## src/rtl/pipe_add_pkg.sv

```systemverilog
// Shared definitions for the pipelined ripple-carry adder/subtractor.
// Default geometry, segment-width derivation and the stage register layout.
package pipe_add_pkg;

  localparam int DEF_WIDTH  = 16;
  localparam int DEF_STAGES = 4;

  function automatic int seg_width(input int width, input int stages);
    return width / stages;
  endfunction

  // Stage register layout at the default geometry; the top re-declares the
  // same shape sized by its own WIDTH parameter.
  typedef struct packed {
    logic                 valid;
    logic                 carry;
    logic [DEF_WIDTH-1:0] word;   // result bits below the cut, operand A above
    logic [DEF_WIDTH-1:0] b_op;   // remaining (possibly inverted) operand B
    logic                 a_msb;
    logic                 b_msb;
  } stage_reg_t;

endpackage

```

## src/rtl/ripple_seg_fa.sv

```systemverilog
// Combinational W-bit ripple-carry full adder, one instance per pipeline segment.
module ripple_seg_fa #(
  parameter int W = 4
) (
  input  logic [W-1:0] a,
  input  logic [W-1:0] b,
  input  logic         cin,
  output logic [W-1:0] s,
  output logic         cout
);

  always_comb begin : ripple
    logic c;
    c = cin;
    s = '0;
    for (int i = 0; i < W; i++) begin
      s[i] = a[i] ^ b[i] ^ c;
      c    = (a[i] & b[i]) | (c & (a[i] ^ b[i]));
    end
    cout = c;
  end

endmodule

```

## src/rtl/pipe_ripple_addsub.sv

```systemverilog
// Pipelined ripple-carry adder/subtractor with valid/ready flow control.
// Optional feature macro: PIPE_ADD_OVF_EN (signed overflow output; tied to 0 otherwise).
module pipe_ripple_addsub
  import pipe_add_pkg::*;
#(
  parameter int WIDTH  = DEF_WIDTH,
  parameter int STAGES = DEF_STAGES
) (
  input  logic             clk,
  input  logic             rst,
  input  logic             in_valid,
  output logic             in_ready,
  input  logic [WIDTH-1:0] a,
  input  logic [WIDTH-1:0] b,
  input  logic             cin,
  input  logic             sub,
  output logic             out_valid,
  input  logic             out_ready,
  output logic [WIDTH-1:0] s,
  output logic             cout,
  output logic             ovf
);

  localparam int SEG = seg_width(WIDTH, STAGES);

  if ((STAGES < 1) || (STAGES > WIDTH) || (WIDTH % STAGES != 0)) begin : g_bad_geometry
    $error("pipe_ripple_addsub: WIDTH must be a multiple of STAGES, 1 <= STAGES <= WIDTH");
  end

  typedef struct packed {
    logic             valid;
    logic             carry;
    logic [WIDTH-1:0] word;
    logic [WIDTH-1:0] b_op;
`ifdef PIPE_ADD_OVF_EN
    logic             a_msb;
    logic             b_msb;
`endif
  } stage_t;

  // Handshake: a transfer happens on an edge where valid & ready are both high.
  // The whole pipe shifts together when the output slot is empty or being taken,
  // so in_ready is that same advance signal (combinational from out_ready).
  stage_t st [STAGES+1];
  stage_t r0;
  logic   adv;
  logic   last_sum_msb;

  assign adv      = ~st[STAGES].valid | out_ready;
  assign in_ready = adv;

  always_ff @(posedge clk or posedge rst) begin
    if (rst) begin
      r0 <= '0;
    end else if (adv) begin
      r0.valid <= in_valid;
      r0.carry <= sub | cin;
      r0.word  <= a;
      r0.b_op  <= b ^ {WIDTH{sub}};
`ifdef PIPE_ADD_OVF_EN
      r0.a_msb <= a[WIDTH-1];
      r0.b_msb <= b[WIDTH-1] ^ sub;
`endif
    end
  end

  assign st[0] = r0;

  for (genvar j = 0; j < STAGES; j++) begin : g_seg
    logic [SEG-1:0] sum;
    logic           co;
    stage_t         nxt;
    stage_t         q;

    ripple_seg_fa #(.W(SEG)) u_fa (
      .a    (st[j].word[j*SEG +: SEG]),
      .b    (st[j].b_op[j*SEG +: SEG]),
      .cin  (st[j].carry),
      .s    (sum),
      .cout (co)
    );

    // Result bits overwrite the consumed A bits in place; consumed B bits drop to 0.
    always_comb begin
      nxt                     = st[j];
      nxt.word[j*SEG +: SEG]  = sum;
      nxt.b_op[j*SEG +: SEG]  = '0;
      nxt.carry               = co;
    end

    always_ff @(posedge clk or posedge rst) begin
      if (rst) begin
        q <= '0;
      end else if (adv) begin
        q <= nxt;
      end
    end

    assign st[j+1] = q;

    if (j == STAGES - 1) begin : g_last
      assign last_sum_msb = sum[SEG-1];
    end
  end

  assign out_valid = st[STAGES].valid;
  assign s         = st[STAGES].word;
  assign cout      = st[STAGES].carry;

`ifdef PIPE_ADD_OVF_EN
  logic ovf_q;

  always_ff @(posedge clk or posedge rst) begin
    if (rst) begin
      ovf_q <= 1'b0;
    end else if (adv) begin
      ovf_q <= (st[STAGES-1].a_msb == st[STAGES-1].b_msb) &
               (last_sum_msb != st[STAGES-1].a_msb);
    end
  end

  assign ovf = ovf_q;
`else
  logic unused_msb;
  assign unused_msb = last_sum_msb;
  assign ovf        = 1'b0;
`endif

endmodule
```

## config.mk

```make
export PLATFORM = sky130hd
export DESIGN_NAME = pipe_ripple_addsub
export DESIGN_NICKNAME = d
export VERILOG_FILES = /design/src/rtl/pipe_add_pkg.sv /design/src/rtl/ripple_seg_fa.sv /design/src/rtl/pipe_ripple_addsub.sv
export SDC_FILE = /design/constraint.sdc
export NUM_CORES = 1
export LEC_CHECK = 0
export CORE_ASPECT_RATIO = 0.5
export CORE_MARGIN = 2
export CORE_UTILIZATION = 45
export DETAILED_ROUTE_END_ITERATION = 16
export PLACE_DENSITY_LB_ADDON = 0.08
export SETUP_SLACK_MARGIN = 0.05
export SLEW_MARGIN = 15
export SYNTH_ARGS = -nofsm -noshare
export SYNTH_HDL_FRONTEND = slang
export SYNTH_SLANG_ARGS = --single-unit
```

## constraint.sdc

```tcl
create_clock -name clk -period 6.4 [get_ports clk]
set_clock_uncertainty 0.1 [all_clocks]
set_input_delay 0.64 -clock clk [delete_from_list [all_inputs] [get_ports clk]]
set_output_delay 0.64 -clock clk [all_outputs]
set_load 0.005 [all_outputs]
```

# Word-level counts from Yosys, hierarchy flattened
# Cells that the tools add are included.
# op_classes
bitwise	84
# ops
op	count
AND 1 bit	32
XOR 1 bit	32
bitwise OR 1 bit	18
XOR 16 bit	1
inverter 1 bit	1
# word_totals
register_bits	130
inputBits	38
output_inout_bits	20
word_cells	103

# Logic depth before layout (Yosys ltp)
# depth
depth_word	9
depth_mapped	8
ltp_nobuf	8

# By module
# Synthesis repeated with hierarchy kept, for this count alone.
# hier_totals
hier_cells	355
hier_area_um2	5839.4
# modules_own_cells
mod	instances	cells_per_inst	area_each_um2	seq_area_each_um2
pipe_ripple_addsub	1	299	5368.9	3253.1
ripple_seg_fa	4	14	117.6	0.0

# Least setup slack after synthesis
# No wires, ideal clock.
# synth_path
kind	reg-to-reg
start	reg g_seg[1].q[8] in the netlist's numbering
end	reg g_seg[2].q[27] in the netlist's numbering
setup_ps	73
arrival_time_ps	1967
required_ps	6227
setup_slack_ps	4260
path_stages_with_launch	9
path_buffers	0
period_less_slack_ps	2140
cell_sequence	dfrtp_1 fa_1 inv_1 fa_1 inv_1 fa_1 inv_1 fa_1 a21oi_2
# synth_between
elab_chain_len	8
elab_cells_between_ends	9
classes_between	bitwise (9)
# synth_rtl
element	line_no	text
from (decl)	pipe_ripple_addsub.sv:73	stage_t q;
from (signal assigned)	pipe_ripple_addsub.sv:95	q <= nxt;
XOR 1 bit	ripple_seg_fa.sv:18	c = (a[i] & b[i]) | (c & (a[i] ^ b[i]));
AND 1 bit	ripple_seg_fa.sv:18	
bitwise OR 1 bit *	ripple_seg_fa.sv:18	
AND 1 bit *	ripple_seg_fa.sv:18	
bitwise OR 1 bit *	ripple_seg_fa.sv:18	
AND 1 bit *	ripple_seg_fa.sv:18	
bitwise OR 1 bit *	ripple_seg_fa.sv:18	
XOR 1 bit *	ripple_seg_fa.sv:17	s[i] = a[i] ^ b[i] ^ c;
to (signal assigned)	pipe_ripple_addsub.sv:95	
to (decl)	pipe_ripple_addsub.sv:73	
# Every way passes the cells marked *; elsewhere a longest branch is shown, timed or not.
# A chain may end at the register's enable or synchronous reset.

# Worst setup path in the final report
# layout_path
start	in out_ready
end	out in_ready
# layout_between
elab_chain_len	1
# layout_rtl
element	line_no	text
from (decl)	pipe_ripple_addsub.sv:18	input logic out_ready,
bitwise OR 1 bit	pipe_ripple_addsub.sv:49	assign adv = ~st[STAGES].valid | out_ready;
to (decl)	pipe_ripple_addsub.sv:12	output logic in_ready,
# No other way between the ends.

==> parameters.txt <==
Parameter                              Value

Run status
  Result of the run    finished, final reports clean

GRT
  Largest net degree at the start of global routing    between 70 and 80
  GRT Overall Usage    0.160
  Initial antenna violation count    0
  Overflow after GRT    0
  Number of global-route vias before repair    3213
  Global-route wire length before repair    between 15 and 20 mm

Power and ir drop
  PnR Total Power    3.47 mW
  Net Sw Frac    0.291
  Leakage    approximately 3.2 nW
  Internal    approximately 2.5 mW
  Worst IR drop on VDD    between 0.15 and 0.2 mV
  Part of the power in the clock network    0.248
  Net switching power of the design    a little over 1 mW
  Comb power frac    0.335
  Share of total power in sequential cells    0.417
  Pwr/cell area    about 500 mW/mm^2

Worst setup path
  FF-to-FF Start    out_valid
  Number of buffer and inverter stages on the critical path    2
  Worst endpoint required time    approximately 5.7 ns
  Worst path depth    3
  Slowest cell on the critical path    sky130_fd_sc_hd__clkdlybuf4s50_1
  Worst path most repeated cell    sky130_fd_sc_hd__clkdlybuf4s50_1
  R2r worst-path depth    3
  Data arrival time of the critical path    3.09 ns
  Delay of the slowest cell on the worst path    0.87 ns
  Startpoint of the worst setup timing path    out_ready
  Endpoint of the worst-slack reg-to-reg timing path    r0[0]
  Top delay family on crit path    buffers and inverters
  Maximum fanout along the worst path    57
  Sort of element at the start of the critical path    primary input
  Last element of the critical path    in_ready
  WS Path Type    primary input to output pin
  Worst-path cell chain    clkdlybuf4s50_1 -> nand2b_4 -> clkdlybuf4s50_1
  Kind of end point of the critical path    output pin
  Reg2Reg Setup Slack    ~3.5 ns

Floorplan
  Row count    29
  Die width    around 160 um
  Die area    0.0138 sq mm
  I/O pin count    between 50 and 60
  Die boundary height    about 84 um
  Core footprint    roughly 0.013 sq mm
  Effective utilization at floorplan    0.458

Routing
  Detailed-routing iteration count for the pre-antenna-repair pass    4
  Met2 Routed Length    4.26 mm
  Average via count per standard cell    4.73
  Met1 WL    between 4 and 5 mm
  Top Layer Used    met4
  Starting DRT DRC Count    153
  Mean routed wirelength per cell    between 15 and 20 um
  Detailed route wirelength on metal3    293 um
  Total via count after detailed routing    ~2800
  Routed Antenna Nets    0
  Total Wirelength    9.56 mm
  DRC violations left    0

Clock tree
  Post-cts gate resize count    0
  Clock slew seen by the registers of the worst setup and hold paths    around 0.05 ns
  Hold-fix buffers, CTS    0
  Number of buffers inserted by post-CTS setup repair    0
  Number of buffers between clock root and the deepest sink    2
  Clock buffer count from CTS    17
  Num Clock Sinks    130
  Clock root buffer    sky130_fd_sc_hd__clkbuf_16
  Clock latency on the worst-skew pair    approximately 0.4 ns
  CTS tree    done
  Level count of the clock H-tree    4

Final layout
  Total number of nets in the final design    between 400 and 500
  Area overhead of the layout relative to synthesis    20.3%
  Area of all placed cells without fillers    0.00695 sq mm
  Antenna cell count    0
  Share of final-layout standard cells stronger than drive strength 1    0.270

Timing
  Setup repair after global routing missed its margin    false
  Fin. Hold Viols    0
  Hold slack final    0.384 ns
  Number of setup violations in the final report    0
  Slew Limit Headroom    0.298
  Max Fclk    around 0.26 GHz
  Minimum clock period    3.83 ns
  Minimum setup slack in the final design    2.57 ns
  Period utilisation layout    0.598
  TNS Setup    0 ns
  Worst Tran Pin Value    1.05 ns
  Final slew viol count    0

Yosys
  Mean Syn Cell Area    16.2 sq um
  Share of the yosys chip area belonging to registers    0.564
  Count of distinct cell types in the synthesized netlist    19
  Fraction of synthesized cell area taken by the top area cell type    0.564
  Register bit count reported by yosys    130
  Post-Syn Nets    between 400 and 500
  Library cell occupying the most area in the post-synthesis netlist    sky130_fd_sc_hd__dfrtp_1
  Number of warnings printed during yosys synthesis    0
  Number of cells produced by synthesis    357
  Post-synth design cell area    approximately 0.0058 sq mm
  Area contributors post-synth    sky130_fd_sc_hd__dfrtp_1, sky130_fd_sc_hd__mux2_4, sky130_fd_sc_hd__mux2_1, sky130_fd_sc_hd__fa_1, sky130_fd_sc_hd__xor2_1

Min path
  Worst min-delay path category    register to register

Placed design
  Post-place instance area    approximately 0.0064 sq mm
  Number of buffers inserted by port buffering    56
  Detailed placer's ending HPWL    ~6.4 mm
  Final weighted congestion in routability-driven placement    between 0.7 and 0.8
  Worst slack, placed    ~2.5 ns

Job
  Max-cap violation count    0
## power groups by stage
stage          combinational, mW  clock, mW  sequential, mW
3_3_place_gp                1.16          0            1.45
6_report                    1.16      0.860            1.45
2_1_floorplan              0.913          0            1.37
5_1_grt                     1.30      0.923            1.51
3_5_place_dp                1.19          0            1.47
4_1_cts                     1.19      0.881            1.46
## logic make-up (layout without fill, tap and decap cells)
family                     after synthesis  count (layout)  synth area share
other                                    1               1          0.000650
buffers and inverters                   49             118            0.0470
AOI/OAI and AO/OA                       13              13            0.0165
and+or+nand+nor                         16              16            0.0197
xor gates and xnor gates                16              16            0.0243
DFF                                    130             130             0.564
adders and majority gates               16              16            0.0555
muxes                                  116             116             0.273
## state kept, by name, summed over array words and instances, names as in the netlist
signal and count:
r0 9, cout 1, g_seg.nxt 25, g_seg.q 78
out_valid 1, s 16
## cell type report
| class | instances | area (sq um) |
|---|---|---|
| multi-input combinational | 178 | 2250 |
| clock buffer | 21 | 470 |
| clock inverter | 9 | 60.1 |
| tap | 170 | 213 |
| inverter | 29 | 111 |
| fill | 1010 | 5650 |
| timing repair buffer | 59 | 583 |
| sequential | 130 | 3250 |
## metal layers
layer,GRT usage,vias to the layer above
met5,0,-
met4,0.0502,0
met3,0.0482,10
met2,0.233,38
met1,0.229,1466
li1,-,1304
## how the worst min path moves through the flow
stage	from	to	slack, ns	depth (start not counted)
after floorplan	g_seg[2].q[33]	out_valid	0.33	1
after global placement	g_seg[0].q[26]	g_seg[0].q[26]	0.37	1
after detailed placement	g_seg[2].q[33]	out_valid	0.37	1
after CTS	g_seg[2].q[33]	out_valid	0.39	1
after global routing	g_seg[0].q[25]	g_seg[1].q[25]	0.40	1
final	g_seg[1].q[16]	g_seg[1].q[16]	0.38	1
## worst register-to-register path: cells and delay by family, from the launching register on
family | cells | cell delay (ns)
AND/OR/NAND/NOR | 1 | 0.78
buffers and inverters | 1 | 0.83
flip-flops | 1 | 0.57
multiplexers | 1 | 0.51
## cell usage in the layout (no fill, tap or decap)
cell                              count
sky130_fd_sc_hd__dfrtp_1            130
sky130_fd_sc_hd__mux2_4              72
sky130_fd_sc_hd__clkdlybuf4s50_1     56
sky130_fd_sc_hd__mux2_1              41
sky130_fd_sc_hd__inv_1               28
sky130_fd_sc_hd__clkbuf_16           17
sky130_fd_sc_hd__fa_1                16
sky130_fd_sc_hd__xor2_1              14
sky130_fd_sc_hd__nor3b_1             13
sky130_fd_sc_hd__a21oi_2              8
sky130_fd_sc_hd__clkinvlp_4           6
sky130_fd_sc_hd__a21oi_1              5
sky130_fd_sc_hd__clkbuf_8             3
sky130_fd_sc_hd__clkinv_2             3
sky130_fd_sc_hd__buf_4                3
sky130_fd_sc_hd__xnor2_1              2
sky130_fd_sc_hd__mux2i_1              2
sky130_fd_sc_hd__nand2b_4             1
sky130_fd_sc_hd__nand2b_1             1
sky130_fd_sc_hd__nor2_1               1
sky130_fd_sc_hd__inv_4                1
sky130_fd_sc_hd__mux2_2               1
sky130_fd_sc_hd__conb_1               1
sky130_fd_sc_hd__clkbuf_1             1
## synthesized netlist by cell type (all sizes together)
| cell | count |
|---|---|
| mux2 | 114 |
| fa | 16 |
| nor3b | 13 |
| nor2 | 1 |
| xor2 | 14 |
| dfrtp | 130 |
| a21oi | 13 |
| nand2b | 2 |
| xnor2 | 2 |
| buf | 18 |
| inv | 29 |
| mux2i | 2 |
| clkbuf | 2 |
| conb | 1 |
## through the flow
| step | std cells | util |
|---|---|---|
| 2_1_floorplan | 357 | - |
| 3_3_place_gp | 566 | 0.509 |
| 3_5_place_dp | 566 | 0.509 |
| 4_1_cts | 596 | 0.552 |
| 5_1_grt | 596 | 0.552 |
| 6_report | 596 | 0.552 |
Note: power is estimated with default switching activity, not from simulation.
